File: config.mk
export PLATFORM = sky130hd
export DESIGN_NAME = uart_responder
export DESIGN_NICKNAME = d
export VERILOG_FILES = /design/src/rtl/uart_responder.sv
export SDC_FILE = /design/constraint.sdc
export NUM_CORES = 1
export LEC_CHECK = 0
export ABC_AREA = 1
export BUFFER_PORTS_ARGS = -buffer_cell sky130_fd_sc_hd__buf_4
export CORE_MARGIN = 8
export CORE_UTILIZATION = 35
export DETAILED_ROUTE_END_ITERATION = 10
export GPL_ROUTABILITY_DRIVEN = 0
export PLACE_DENSITY_LB_ADDON = 0.05
export RECOVER_POWER = 50
export SYNTH_ARGS = -nofsm -noshare
export SYNTH_HDL_FRONTEND = slang
export SYNTH_SLANG_ARGS = --single-unit
export TNS_END_PERCENT = 10
File: constraint.sdc
create_clock -name clk -period 2.58 [get_ports clk]
set_input_delay 0.258 -clock clk [delete_from_list [all_inputs] [get_ports clk]]
set_output_delay 0.258 -clock clk [all_outputs]
set_load 0.1 [all_outputs]
File: src/rtl/uart_responder.sv
// uart_responder: responder end of the core's UART request interface.
// Word-level write requests are split into bytes pushed to a TX byte FIFO
// that drains to the tx PHY. Word-level read requests are assembled from
// bytes popped from an RX byte FIFO that is filled by the rx PHY.
module uart_responder #(
   parameter int FIFO_AW = 4
) (
   input  logic        clk,
   input  logic        rstn,
   input  logic        uart_order,
   input  logic        uart_write_flag,
   input  logic [1:0]  uart_size,
   input  logic [31:0] uart_o_data,
   output logic [31:0] uart_i_data,
   output logic        uart_accepted,
   output logic        uart_accessed,
   output logic [7:0]  tx_data,
   output logic        tx_valid,
   input  logic        tx_ready,
   input  logic [7:0]  rx_data,
   input  logic        rx_valid,
   output logic        rx_overrun
);

   localparam int DEPTH = 1 << FIFO_AW;
   localparam logic [FIFO_AW:0] PTR_ONE = {{FIFO_AW{1'b0}}, 1'b1};

   localparam logic [1:0] ST_IDLE  = 2'd0;
   localparam logic [1:0] ST_WRITE = 2'd1;
   localparam logic [1:0] ST_READ  = 2'd2;
   localparam logic [1:0] ST_DONE  = 2'd3;

   // ---------------------------------------------------------------
   // Request state
   // ---------------------------------------------------------------
   logic [1:0]  state;
   logic [1:0]  req_size;
   logic [31:0] wr_data;
   logic [1:0]  idx;
   logic [31:0] rd_buf;
   logic [31:0] rd_buf_next;
   logic [7:0]  wr_byte;
   logic        last_beat;

   // ---------------------------------------------------------------
   // TX FIFO
   // ---------------------------------------------------------------
   logic [7:0]       tx_mem [DEPTH];
   logic [FIFO_AW:0] tx_wr_ptr;
   logic [FIFO_AW:0] tx_rd_ptr;
   logic             tx_empty;
   logic             tx_full;
   logic             tx_push;
   logic             tx_pop;

   // ---------------------------------------------------------------
   // RX FIFO
   // ---------------------------------------------------------------
   logic [7:0]       rx_mem [DEPTH];
   logic [FIFO_AW:0] rx_wr_ptr;
   logic [FIFO_AW:0] rx_rd_ptr;
   logic             rx_empty;
   logic             rx_full;
   logic             rx_push;
   logic             rx_pop;
   logic [7:0]       rx_head;

   // FIFO status flags and handshake qualifiers; full/empty are taken from
   // the pointers before this cycle's updates, so a full FIFO is never
   // refilled by a same-cycle pop.
   always_comb begin
      tx_empty = (tx_wr_ptr == tx_rd_ptr);
      tx_full  = (tx_wr_ptr[FIFO_AW] != tx_rd_ptr[FIFO_AW]) &&
                 (tx_wr_ptr[FIFO_AW-1:0] == tx_rd_ptr[FIFO_AW-1:0]);
      rx_empty = (rx_wr_ptr == rx_rd_ptr);
      rx_full  = (rx_wr_ptr[FIFO_AW] != rx_rd_ptr[FIFO_AW]) &&
                 (rx_wr_ptr[FIFO_AW-1:0] == rx_rd_ptr[FIFO_AW-1:0]);
      tx_push  = (state == ST_WRITE) && !tx_full;
      tx_pop   = !tx_empty && tx_ready;
      rx_push  = rx_valid && !rx_full;
      rx_pop   = (state == ST_READ) && !rx_empty;
      rx_head  = rx_mem[rx_rd_ptr[FIFO_AW-1:0]];
      last_beat = (idx == req_size);
   end

   // Byte lane selection for writes and byte insertion for reads.
   always_comb begin
      wr_byte     = '0;
      rd_buf_next = rd_buf;
      case (idx)
         2'd0: begin
            wr_byte           = wr_data[7:0];
            rd_buf_next[7:0]  = rx_head;
         end
         2'd1: begin
            wr_byte           = wr_data[15:8];
            rd_buf_next[15:8] = rx_head;
         end
         2'd2: begin
            wr_byte            = wr_data[23:16];
            rd_buf_next[23:16] = rx_head;
         end
         default: begin
            wr_byte            = wr_data[31:24];
            rd_buf_next[31:24] = rx_head;
         end
      endcase
   end

   // TX PHY interface: head byte is forced to zero while the FIFO is empty
   // so tx_data reads 0 out of reset without clearing the storage array.
   always_comb begin
      tx_valid = !tx_empty;
      tx_data  = tx_empty ? '0 : tx_mem[tx_rd_ptr[FIFO_AW-1:0]];
   end

   // TX FIFO storage write.
   always_ff @(posedge clk) begin
      if (tx_push) begin
         tx_mem[tx_wr_ptr[FIFO_AW-1:0]] <= wr_byte;
      end
   end

   // TX FIFO pointers.
   always_ff @(posedge clk) begin
      if (!rstn) begin
         tx_wr_ptr <= '0;
         tx_rd_ptr <= '0;
      end else begin
         if (tx_push) begin
            tx_wr_ptr <= tx_wr_ptr + PTR_ONE;
         end
         if (tx_pop) begin
            tx_rd_ptr <= tx_rd_ptr + PTR_ONE;
         end
      end
   end

   // RX FIFO storage write.
   always_ff @(posedge clk) begin
      if (rx_push) begin
         rx_mem[rx_wr_ptr[FIFO_AW-1:0]] <= rx_data;
      end
   end

   // RX FIFO pointers and sticky overrun on a dropped byte.
   always_ff @(posedge clk) begin
      if (!rstn) begin
         rx_wr_ptr  <= '0;
         rx_rd_ptr  <= '0;
         rx_overrun <= 1'b0;
      end else begin
         if (rx_push) begin
            rx_wr_ptr <= rx_wr_ptr + PTR_ONE;
         end
         if (rx_pop) begin
            rx_rd_ptr <= rx_rd_ptr + PTR_ONE;
         end
         if (rx_valid && rx_full) begin
            rx_overrun <= 1'b1;
         end
      end
   end

   // Request sequencer: latch in IDLE, move one byte per cycle in
   // WRITE/READ, pulse completion from DONE. The read result is assembled
   // in rd_buf and only copied to uart_i_data on the final byte, so the
   // previous result stays visible for the whole of a new read.
   always_ff @(posedge clk) begin
      if (!rstn) begin
         state         <= ST_IDLE;
         req_size      <= '0;
         wr_data       <= '0;
         idx           <= '0;
         rd_buf        <= '0;
         uart_i_data   <= '0;
         uart_accepted <= 1'b0;
         uart_accessed <= 1'b0;
      end else begin
         uart_accepted <= 1'b0;
         uart_accessed <= 1'b0;
         case (state)
            ST_IDLE: begin
               if (uart_order) begin
                  req_size      <= uart_size;
                  wr_data       <= uart_o_data;
                  idx           <= '0;
                  rd_buf        <= '0;
                  uart_accepted <= 1'b1;
                  state         <= uart_write_flag ? ST_WRITE : ST_READ;
               end
            end
            ST_WRITE: begin
               if (tx_push) begin
                  idx <= idx + 2'd1;
                  if (last_beat) begin
                     uart_accessed <= 1'b1;
                     state         <= ST_DONE;
                  end
               end
            end
            ST_READ: begin
               if (rx_pop) begin
                  idx    <= idx + 2'd1;
                  rd_buf <= rd_buf_next;
                  if (last_beat) begin
                     uart_i_data   <= rd_buf_next;
                     uart_accessed <= 1'b1;
                     state         <= ST_DONE;
                  end
               end
            end
            default: begin
               state <= ST_IDLE;
            end
         endcase
      end
   end

endmodule
=== After elaboration in Yosys (flattened, before gate mapping) ===
Memories as Yosys holds them, arrays and structs flattened. A register that Yosys moved wholly into a read port is not among the register bits.
Index checks and enable logic that the tools add are counted.

* Bits in registers: 125
* Output and inout port bits: 44
* Input port bits: 48
* Memories kept: 2
* Memory bits (writable): 256
* Logic and storage cells: 88

* Add/subtract/negate cells: 5
* Multiplexer cells: 32
* Equality and inequality tests: 14
* Reductions and logical operators: 22

{| class="wikitable"
|+ Memory list
! name !! words !! width !! read ports !! clocked after Yosys merged registers in !! write ports !! RTL line !! RTL
|-
| rx_mem || 16 || 8 || 1 || 1 || 1 || 59 || <nowiki>logic [7:0] rx_mem [DEPTH];</nowiki>
|-
| tx_mem || 16 || 8 || 1 || 1 || 1 || 48 || <nowiki>logic [7:0] tx_mem [DEPTH];</nowiki>
|}

{| class="wikitable"
|+ Operators by type and width
! operator !! number
|-
| 32-bit two-way mux || 2
|-
| 32-bit case mux with 2 select lines || 1
|-
| 8-bit two-way mux || 5
|-
| 8-bit case mux with 3 select lines || 1
|-
| 5-bit by 1-bit adder with 5-bit output (second input constant) || 4
|-
| 2-bit two-way mux || 8
|-
| 4-bit two-way mux || 4
|-
| 2-bit case mux with 3 select lines || 2
|-
| 5-bit == test || 2
|-
| 3-bit AND reduction || 3
|-
| 4-bit == test || 2
|-
| 1-bit two-way mux || 8
|-
| 1-bit logical AND || 7
|-
| 2-bit != test (second input constant) || 3
|-
| 2-bit by 1-bit == test with 1-bit output (second input constant) || 2
|-
| 2-bit == test (second input constant) || 2
|-
| 1-bit logical NOT || 4
|-
| 2-bit logical NOT || 2
|-
| 2-bit AND reduction || 2
|-
| 4-bit AND reduction || 1
|-
| 3-bit nonzero test || 1
|-
| 3-bit OR reduction || 1
|-
| 2-bit by 1-bit adder with 2-bit output (second input constant) || 1
|-
| 2-bit == test || 1
|-
| 3 further kinds || 4
|}

=== Longest topological paths before layout ===
Gate-level depths: netlist of run 1.

* Depth after elaboration: 6
* Mapped depth: 11
* Depth with buffers taken out: 10

=== Least setup slack after synthesis of run 1 ===
OpenSTA, ideal clock, no wires.

* Path type: reg2out
* Start point: register tx_wr_ptr[1]
* End point: output tx_data[0]
* Path buffers: 0
* Arrival: 4,046 ps
* Stages on the path, launching flop included: 8
* Path slack: -1,724 ps
* Required time: 2,322 ps
* Path through: dfxtp_1 > inv_1 > nand2_1 > nand2_1 > nor2_1 > nand4_1 > inv_1 > a211oi_1

* Word-level cells in the longest chain between the ends: 2

{| class="wikitable"
|+ Ends and longest elaborated chain
! what !! RTL line !! RTL
|-
| start: declaration || 49 || <nowiki>logic [FIFO_AW:0] tx_wr_ptr;</nowiki>
|-
| start signal: assignment || 131 || <nowiki>tx_wr_ptr <= tx_wr_ptr + PTR_ONE;</nowiki>
|-
| 5-bit == test || 72 || <nowiki>tx_empty = (tx_wr_ptr == tx_rd_ptr);</nowiki>
|-
| 8-bit two-way mux || 114 || <nowiki>tx_data = tx_empty ? '0 : tx_mem[tx_rd_ptr[FIFO_AW-1:0]];</nowiki>
|-
| end: declaration || 17 || <nowiki>output logic [7:0] tx_data,</nowiki>
|}

No other way between the ends.

==> results by group, run 1 <==
GRT
  – First-pass GRT wire length: 71000 um
  – Initial antenna violation count: 0
  – GRT Overall Usage: 16.3%
  – Pin count of the biggest net entering global routing: 66
  – Grt total ovfl: 0
  – Vias in the first global route: 12.1k

Power and ir drop
  – Leakage: 7.70 nW
  – Flop pwr share: 36.0%
  – Power per cell area: 1050 nW/um2
  – Pint: 13.1 mW
  – Power, Total: 21.1 mW
  – Combinational share of power: 35.5%
  – Switching share of power: 37.9%
  – Maximum VDD drop: 0.561 mV
  – Switching pwr: 8.02 mW
  – Clock power frac: 28.5%

Clock tree
  – CTS Buf Count: 45
  – CTS tree: yes
  – CTS Sinks: 389
  – Longest Clk Path Bufs: 3
  – Skew-Pair Late Insertion Delay: 580 ps
  – H-tree lvl count: 2
  – CTS clk-pin slew, worst paths: 60 ps
  – Root buffer cell: clkbuf_16

Timing
  – Final worst path period need: 2480 ps
  – Fin. Hold Viols: 0
  – Finish-stage setup viols: 0
  – Fin Hold WS: 74.0 ps
  – Layout Skew: 24.5 ps
  – Setup TNS: 0 ps
  – Fin worst setup slack: 103 ps
  – Peak Freq: 404 MHz
  – Max Transition Viols Final: 0
  – Crit share post-route: 96.0%
  – Relative slew slack: 20.4%
  – Unrepaired setup endpoints after global routing: yes
  – Worst slew pin tran: 1200 ps

Synth
  – Flops & latches, synth: 389
  – Post-synth EDFFs: 256
  – Unique masters post-synth: 37
  – Cell count after synthesis: 1724
  – Syn Area/Cell: 9.74 um2
  – Async S/R FF share, synth: 0%
  – Yosys warns: 0
  – Synth Flop Type: edfxtp_1
  – Post-synthesis sequential area ratio: 61.6%
  – Commonest cells in the synthesized netlist: nand2_1 (305), edfxtp_1 (256), inv_1 (180), nand3_1 (180), o21ai_0 (138)
  – Dominant cell type by area after synthesis: edfxtp_1
  – Synth area leaders: edfxtp_1 (46%), dfxtp_1 (16%), nand2_1 (6.8%)
  – Cell with the most instances after synthesis: nand2_1
  – Syn Nets: 1791
  – Synthesized area: 16800 um2
  – Share of the synthesized area in the top cell type: 45.8%

Drt
  – Met2 WL post-DR: 23200 um
  – Final ANT Viol Nets: 0
  – Vias/cell: 4.82
  – Post-Route WL: 46600 um
  – Met1 wire length: 20500 um
  – Detailed Routing Iterations Pass 1: 5
  – Met3 WL post-DR: 1380 um
  – Remaining DRCs: 0
  – Max layer used: met4
  – Vias: 12.1k
  – WL/cell: 18.5 um
  – DRT iter0 DRCs: 752

Critical path
  – Worst setup path class: reg2out
  – Critical Path Stages: 7
  – Crit path DAT: 2220 ps
  – CP top delay family: compound AO/OA/AOI/OAI gates
  – Worst path cell trace: buf_12 > o21ai_0 > a21oi_1 > o21ai_0 > buf_4 > a211oi_4 > buf_8
  – CP max-delay cell: dfxtp_4
  – Worst R2R Start: idx[0]$_SDFFE_PN0P_
  – Startpoint types: flip-flop
  – Crit. End Element: output pin
  – Cells on worst reg2reg path: 4
  – Worst reg-to-reg setup slack: 220 ps
  – Crit path max fanout: 15
  – Most common cell on crit path: o21ai_0
  – CP bufs+invs: 3
  – Worst Setup EP: tx_data[4]
  – Worst path required time: 2320 ps
  – Worst path max stage delay: 470 ps
  – Reg2Reg Capture Point: tx_mem[7][1]$_DFFE_PP_

Place
  – PortBufs: 91
  – Pre-CTS setup slack: 28.5 ps
  – HPWL Detailed: 29200 um

Job
  – Max-Cap Viols: 0

Final layout
  – Fillers: 4650
  – Layout cell share with drive strength beyond 1: 15.0%
  – Synth-to-layout area growth: 19.8%
  – Ant diodes: 0
  – Nets: 1932

Die
  – Die area: 55300 um2
  – Initial Util: 35.3%
  – Die span in y: 235 um
  – Die Wd: 235 um
  – Rows: 80
  – Io pins: 92
  – Core area: 47500 um2

Status
  – Status: finished, final reports clean

Hold path
  – Hold Crit Class: in2reg
how the worst min path moves through the flow:
| stage | slack [ps] | start | end | depth (start not counted) |
|---|---|---|---|---|
| finish | 70 | rstn | idx[0]$_SDFFE_PN0P_ | 3 |
| global route | 70 | rstn | rx_wr_ptr[4]$_SDFFE_PN0P_ | 3 |
| CTS | 8 | rx_data[7] | rx_mem[3][7]$_DFFE_PP_ | 1 |
| detailed placement | 460 | rd_buf[31]$_SDFFE_PN0P_ | rd_buf[31]$_SDFFE_PN0P_ | 2 |
| global placement | 450 | rd_buf[0]$_SDFFE_PN0P_ | rd_buf[0]$_SDFFE_PN0P_ | 2 |
| floorplan | 360 | rx_data[0] | rx_mem[0][0]$_DFFE_PP_ | 0 |
power groups by stage:
| stage | sequential [mW] | clock [mW] | combinational (mW) |
|---|---|---|---|
| 6_report | 7.60 | 6.03 | 7.51 |
| 5_1_grt | 7.66 | 6.44 | 8.20 |
| 4_1_cts | 7.57 | 6.23 | 7.36 |
| 3_5_place_dp | 7.76 | 0 | 7.01 |
| 3_3_place_gp | 7.75 | 0 | 7.00 |
| 2_1_floorplan | 8.18 | 0 | 4.66 |
sequential cells by signal (all words and copies together), names as in the netlist, 2 cells and up, named ones only:
signal / cells
idx: 2
rx_mem: 128
tx_wr_ptr: 5
wr_data: 32
rd_buf: 32
uart_i_data: 32
tx_rd_ptr: 5
rx_wr_ptr: 5
rx_rd_ptr: 5
tx_mem: 128
state: 2
req_size: 2
cell type report:
cell class                      instances  area, um2  area share, %
Sequential cell                       389      10400           51.5
Clock buffer                           59       1220           6.05
Multi-Input combinational cell       1054       5370           26.7
Timing Repair Buffer                  185       1520           7.53
Inverter                              190        721           3.58
Tap cell                              615        769           3.82
Clock inverter                         22        171          0.852
cells in the final DEF (no fill, tap or decap), types with 4 or more instances in the layout:
master         synthesis  final
edfxtp_1             256    256
buf_6                  3      4
a22o_1                 8      8
clkbuf_1              48     60
nand2_1              305    307
o211ai_1              24     24
clkbuf_2               0      7
a21oi_1              116    116
o21ai_0              138    129
nor2_1               125    126
clkbuf_16              0     48
a21oi_2               30     30
o21ai_1               12     19
clkinv_1               2     13
inv_2                  8      7
nand2_2               34     33
dlygate4sd3_1          0     35
buf_12                 3     12
clkbuf_8               0      4
or2_2                 32     32
dfxtp_2                0      4
a211oi_4               0      8
buf_4                  3     72
nand3_1              180    180
dfxtp_1              133    127
inv_1                180    180
xor2_1                 4      4
ha_1                  19     19
clkinv_2               0      5
timing repair:
item                                    CTS  global route
gates cloned                              0             4
hold buffers                             35             0
gates resized for setup                  13            23
endpoints found under the setup margin    8            40
hold endpoints to repair                 46             0
buffers inserted                          7             0
pin swaps                                 1             2
through the flow:
step                utilization, %  instance area [um2]  cells
floorplan                        -                16900   1724
global placement              38.5                18300   2387
detailed placement            38.5                18300   2387
CTS                           42.5                20200   2510
global route                  42.3                20100   2514
finish                        42.3                20100   2514
worst min-delay path, delay by kind of cell:
| family | cells | cell delay, ps |
|---|---|---|
| buffers and inverters | 1 | 200 |
| and+or+nand+nor | 2 | 130 |
per-layer routing:
layer / vias up / global-route usage [%]
li1: 6081 / -
met1: 5761 / 20.3
met2: 180 / 28.1
met3: 84 / 2.36
met4: 0 / 6.65
met5: - / 0
cell families after synthesis:
| group | synth area share (%) |
|---|---|
| AND/OR/NAND/NOR | 18.2 |
| buffers and inverters | 6.97 |
| AO/OA/AOI/OAI | 11.5 |
| adder cells (fa/ha/maj) | 1.42 |
| XOR/XNOR | 0.313 |
| flip-flops | 61.6 |
No activity file was read; power rests on OpenSTA's default activity.
==> inputs of run 2 (changes only) <==
--- a/config.mk
+++ b/config.mk
@@ -5,7 +5,6 @@
 export SDC_FILE = /design/constraint.sdc
 export NUM_CORES = 1
 export LEC_CHECK = 0
-export ABC_AREA = 1
 export BUFFER_PORTS_ARGS = -buffer_cell sky130_fd_sc_hd__buf_4
 export CORE_MARGIN = 8
 export CORE_UTILIZATION = 35
==> run 2 against run 1 <==
Compared with the run above:
- the run now ends with setup timing left
- utilization is 0.91 points higher
- die area is 6.7% lower
- sequential power fell by 3.7%
- final cell count fell by 26%
- total power fell by 17%
- routed wire length is 14% lower
- synthesized cell count fell by 40%
- count of clock-buffer cells in the layout is 1 lower
- register-to-register slack worse by 130 ps
- hold slack gained 41 ps
- synthesized area fell by 7.2%
- critical path type unchanged
==> results by group, run 2 <==
Synth
  – Synth area leaders: edfxtp_1 (49%), dfxtp_1 (17%), mux4_2 (10%)
  – Dominant cell type by area after synthesis: edfxtp_1
  – Synthesized area: 15600 um2
  – Yosys warns: 0
  – Largest family of logic cells by synthesized area: multiplexers
  – Async S/R FF share, synth: 0%
  – Post-synthesis sequential area ratio: 66.4%
  – Mux cell area share after synthesis: 13.5%
  – Cell with the most instances after synthesis: edfxtp_1
  – XOR/XNOR Fraction of Synth Area: 1.52%
  – Syn Nets: 1106
  – Unique masters post-synth: 41
  – Simple-Gate Fraction of Synth Area: 7.11%
  – Flops & latches, synth: 389
  – Commonest cells in the synthesized netlist: edfxtp_1 (256), dfxtp_1 (133), nand2_1 (121), mux4_2 (72), mux2i_1 (48)
  – Synth Flop Type: edfxtp_1
  – Cell count after synthesis: 1039
  – Post-synth EDFFs: 256
  – Syn Area/Cell: 15.0 um2
  – Adder-cell share of the synthesized area: 1.53%
  – Compound-Gate Fraction of Synth Area: 7.70%
  – Share of the synthesized area in the top cell type: 49.3%

Critical path
  – Crit path max fanout: 8
  – CP top delay family: multiplexers
  – Reg2Reg Capture Point: uart_i_data[23]$_SDFFE_PN0P_
  – Startpoint types: flip-flop
  – Worst reg-to-reg setup slack: 90 ps
  – Crit path DAT: 2520 ps
  – Cells on worst reg2reg path: 7
  – Worst path max stage delay: 540 ps
  – CP bufs+invs: 2
  – Crit. End Element: output pin
  – CP max-delay cell: mux4_2
  – Worst path cell trace: buf_12 > mux4_2 > mux4_2 > nor2b_4 > buf_12
  – Worst setup path class: reg2out
  – Worst path required time: 2320 ps

Final layout
  – Post-route insts no fill: 1855
  – Footprint of the multi-input gates: 4920 um2
  – Layout cell share with drive strength beyond 1: 21.0%
  – Synth-to-layout area growth: 22.4%
  – Final core occ: 43.2%
  – Fillers: 4114
  – Storage cell area: 10400 um2
  – Ant diodes: 0
  – Nets: 1295
  – Commonest cells after routing, fill and taps aside: edfxtp_1 (256), dfxtp_1 (131), nand2_1 (122)
  – Most common cell after layout, fill and taps aside: edfxtp_1

GRT
  – First-pass GRT wire length: 60300 um
  – Vias in the first global route: 9551
  – Grt total ovfl: 0
  – GRT Overall Usage: 15.7%
  – Pin count of the biggest net entering global routing: 65
  – Initial antenna violation count: 0

Timing
  – Fin Hold WS: 115 ps
  – Relative slew slack: 17.5%
  – Layout Skew: 22.0 ps
  – Unrepaired setup endpoints after global routing: yes
  – Peak Freq: 360 MHz
  – Fin worst setup slack: -201 ps
  – Crit share post-route: 108%
  – Final worst path period need: 2780 ps
  – Fin. Hold Viols: 0
  – Setup TNS: -1260 ps
  – Max Transition Viols Final: 0
  – Finish-stage setup viols: 8
  – Worst slew pin tran: 1240 ps

Clock tree
  – H-tree lvl count: 2
  – Root buffer cell: clkbuf_16
  – Skew-Pair Late Insertion Delay: 580 ps
  – CTS Buf Count: 44
  – CTS Sinks: 389
  – CTS tree: yes
  – Longest Clk Path Bufs: 3
  – CTS clk-pin slew, worst paths: 60 ps

Job
  – Max-Cap Viols: 0

Drt
  – Detailed Routing Iterations Pass 1: 5
  – Post-Route WL: 40200 um
  – DRT iter0 DRCs: 644
  – Final ANT Viol Nets: 0
  – WL/cell: 21.7 um
  – Vias: 9210
  – Remaining DRCs: 0
  – Vias/cell: 4.96

Power and ir drop
  – Power per cell area: 921 nW/um2
  – Maximum VDD drop: 0.547 mV
  – Leakage: 6.41 nW

Place
  – PortBufs: 91
  – Pre-CTS setup slack: 285 ps
  – Placed cells: 1732
  – HPWL Detailed: 26300 um

Die
  – Die area: 51500 um2
  – Initial Util: 35.3%
  – Core area: 44100 um2
  – Die Wd: 227 um
  – Rows: 77
  – Die span in y: 227 um
  – Io pins: 92

Hold path
  – Hold endpoint: state[0]$_SDFFE_PN0P_
  – Worst Hold Launch: uart_write_flag
  – Hold Crit Class: in2reg
  – Hold path depth: 3

Status
  – Status: finished, violations left
  – Failing checks: setup timing
run 2: cell count changes in the layout (fill, tap and decap cells not counted), moves of 19 or more:
| cell | delta |
|---|---|
| xnor2_1 | +19 |
| nor2_1 | -99 |
| mux2i_1 | +48 |
| or2_2 | -32 |
| mux4_2 | +72 |
| o21ai_0 | -120 |
| nand2_1 | -185 |
| a21boi_0 | +34 |
| nand3_1 | -176 |
| a21oi_1 | -78 |
| inv_1 | -160 |
| o2bb2ai_1 | +32 |
| a21oi_2 | -30 |
| nand2_2 | -33 |
run 2: what timing repair did:
| item | CTS | global route |
|---|---|---|
| setup endpoints to repair | 8 | 9 |
| endpoints found under the hold margin | 64 | 0 |
| buffers inserted | 2 | 0 |
| hold buffers | 40 | 0 |
| gates resized for setup | 21 | 13 |
| gates cloned | 2 | 0 |
run 2: how the worst max path moves through the flow:
stage                   start          to  slack [ps]  cells past startpoint
global placement    flip-flop  tx_data[2]         320                      5
global route        flip-flop  tx_data[2]        -250                      5
floorplan           flip-flop  tx_data[2]        -210                      4
CTS                 flip-flop  tx_data[7]        -290                      6
detailed placement  flip-flop  tx_data[2]         280                      5
finish              flip-flop  tx_data[2]        -200                      5
run 2: final cells by class:
type	count	area share [%]
Clock buffer	58	6.37
Clock inverter	23	1.04
Sequential cell	389	54.3
Timing Repair Buffer	201	8.29
Multi-Input combinational cell	572	25.8
Tap cell	592	3.88
Inverter	20	0.393
run 2: per-layer routing:
metal	global-route usage, %	part of all wire, %
met5	0	0
met2	26.1	49
met3	2.87	4.3
met4	4.10	2.0
met1	20.9	45
run 2: worst min-delay path: cells and delay by family:
family | cells | cell delay (ps)
buffers and inverters | 1 | 130
AOI/OAI and AO/OA | 2 | 260
run 2: power breakdown:
group / internal, mW / switching, mW / total [mW]
Clock: 3.54 / 2.58 / 6.12
Combinational: 1.31 / 2.83 / 4.13
Sequential: 7.12 / 0.197 / 7.32
Total: 12.0 / 5.60 / 17.6
run 2: cells by family (layout without fill, tap and decap cells):
| group | after synthesis | in the layout |
|---|---|---|
| multiplexers | 120 | 120 |
| AND/OR/NAND/NOR | 234 | 234 |
| AO/OA/AOI/OAI | 172 | 172 |
| adder cells (fa/ha/maj) | 19 | 19 |
| XOR/XNOR | 27 | 27 |
| flip-flops | 389 | 389 |
| buffers and inverters | 78 | 302 |
run 2: stage by stage:
step	total power [mW]	cell area (um2)
after CTS	17.9	19300
after floorplan	10.2	15600
final	17.6	19100
after detailed placement	11.5	17300
after global placement	11.5	17300
after global routing	18.3	19100
==> inputs of run 3 (changes only) <==
--- a/config.mk
+++ b/config.mk
@@ -12,6 +12,7 @@
 export GPL_ROUTABILITY_DRIVEN = 0
 export PLACE_DENSITY_LB_ADDON = 0.05
 export RECOVER_POWER = 50
+export SKIP_LAST_GASP = 1
 export SYNTH_ARGS = -nofsm -noshare
 export SYNTH_HDL_FRONTEND = slang
 export SYNTH_SLANG_ARGS = --single-unit
==> constraint.sdc (replaced) <==
create_clock -name clk -period 2.8 [get_ports clk]
set_input_delay 0.28 -clock clk [delete_from_list [all_inputs] [get_ports clk]]
set_output_delay 0.28 -clock clk [all_outputs]
set_load 0.1 [all_outputs]
==> run 3 against run 2 <==
Compared with the run above:
- the run still ends with setup timing left
- sequential cell count unchanged
- cell area down 0.66%
- largest power group unchanged
- count of clock-buffer cells in the layout unchanged
==> results by group, run 3 (synthesis results as in run 2) <==
Clock tree
  – Root buffer cell: clkbuf_16
  – H-tree lvl count: 2
  – Longest Clk Path Bufs: 3
  – CTS tree: yes
  – CTS clk-pin slew, worst paths: 60 ps
  – CTS Sinks: 389
  – Skew-Pair Late Insertion Delay: 560 ps
  – CTS Buf Count: 45

Die
  – Die area: 51500 um2
  – Die Wd: 227 um
  – Rows: 77
  – Die span in y: 227 um
  – Io pins: 92
  – Initial Util: 35.3%
  – Core area: 44100 um2

Final layout
  – Post-layout instance area: 19000 um2
  – Nets: 1284
  – Most common cell after layout, fill and taps aside: edfxtp_1
  – Layout cell share with drive strength beyond 1: 20.0%
  – Commonest cells after routing, fill and taps aside: edfxtp_1 (256), dfxtp_1 (132), nand2_1 (121)
  – Post-route insts no fill: 1845
  – Final core occ: 43.0%
  – Ant diodes: 0
  – Synth-to-layout area growth: 21.6%

Power and ir drop
  – Maximum VDD drop: 0.467 mV
  – Leakage: 6.34 nW
  – Power per cell area: 842 nW/um2
  – Power, Total: 16.0 mW

GRT
  – GRT Overall Usage: 15.5%
  – Vias in the first global route: 9416
  – Pin count of the biggest net entering global routing: 100
  – Initial antenna violation count: 1
  – First-pass GRT wire length: 59600 um
  – Grt total ovfl: 0

Place
  – PortBufs: 91
  – Placed cells: 1724
  – DP Area: 17300 um2
  – Pre-CTS setup slack: 397 ps
  – HPWL Detailed: 25500 um

Critical path
  – Worst path cell trace: buf_12 > buf_16 > mux4_2 > mux4_2 > nor2b_4 > buf_12
  – Worst path required time: 2520 ps
  – Worst path max stage delay: 520 ps
  – Worst setup path class: reg2out
  – Crit. End Element: output pin
  – Startpoint types: flip-flop
  – Crit path DAT: 2550 ps
  – CP max-delay cell: mux4_2
  – Crit path max fanout: 8

Timing
  – Unrepaired setup endpoints after global routing: yes
  – Finish-stage setup viols: 6
  – Fin worst setup slack: -30.3 ps
  – Fin. Hold Viols: 0
  – Layout Skew: 21.6 ps
  – Relative slew slack: 19.0%
  – Worst slew pin tran: 1220 ps
  – Peak Freq: 353 MHz
  – Setup TNS: -100 ps
  – Fin Hold WS: 40.6 ps
  – Max Transition Viols Final: 0
  – Final worst path period need: 2830 ps
  – Crit share post-route: 101%

Status
  – Status: finished, violations left
  – Failing checks: setup timing

Job
  – Max-Cap Viols: 0

Drt
  – WL/cell: 21.7 um
  – Remaining DRCs: 0
  – Final ANT Viol Nets: 0
  – DRT iter0 DRCs: 554
  – Detailed Routing Iterations Pass 1: 5
  – Post-Route WL: 39900 um
  – Vias: 9118
  – Vias/cell: 4.94

Hold path
  – Hold Crit Class: in2reg
  – Worst Hold Launch: rx_valid
-- run 3: final timing paths --
check,end,slack [ps],cells after the start
min reg2reg,rd_buf[15]$_SDFFE_PN0P_,460,1
min,rx_overrun$_SDFFE_PN0P_,40,3
max reg2reg,uart_i_data[24]$_SDFFE_PN0P_,120,7
max,tx_data[5],-30,6
-- run 3: per-layer routing --
metal / global-route usage [%] / wire [um] / vias up / part of all wire, %
met5: 0 / 13 / - / 0.033
met4: 4.20 / 724 / 2 / 1.8
met3: 2.50 / 1510 / 51 / 3.8
met2: 26.9 / 20100 / 150 / 50
met1: 20.1 / 17600 / 4561 / 44
li1: - / - / 4354 / -
-- run 3: critical path, delay by kind of cell, from the launching register on --
kind | cells | cell delay, ps
muxes | 2 | 1010
buffers and inverters | 3 | 430
DFF | 1 | 380
and+or+nand+nor | 1 | 160
-- run 3: where the power goes --
part           total [mW]  internal (mW)  switching (mW)
clock                5.47           3.18            2.29
combinational        3.74           1.15            2.59
sequential           6.76           6.57           0.191
-- run 3: repair_timing --
action,CTS,global route
buffers inserted,1,1
hold buffers,33,0
cloned,3,0
setup endpoints to repair,8,8
endpoints found under the hold margin,33,0
resized for setup,23,3
-- run 3: cell type report --
| class | instances | area [um2] |
|---|---|---|
| flip-flops and latches | 389 | 10400 |
| well taps | 592 | 741 |
| inverters | 20 | 75.1 |
| clock buffers | 58 | 1230 |
| fillers | 4119 | 25200 |
| multi-input cells | 572 | 4910 |
| repair buffers | 189 | 1500 |
| clock inverters | 25 | 151 |
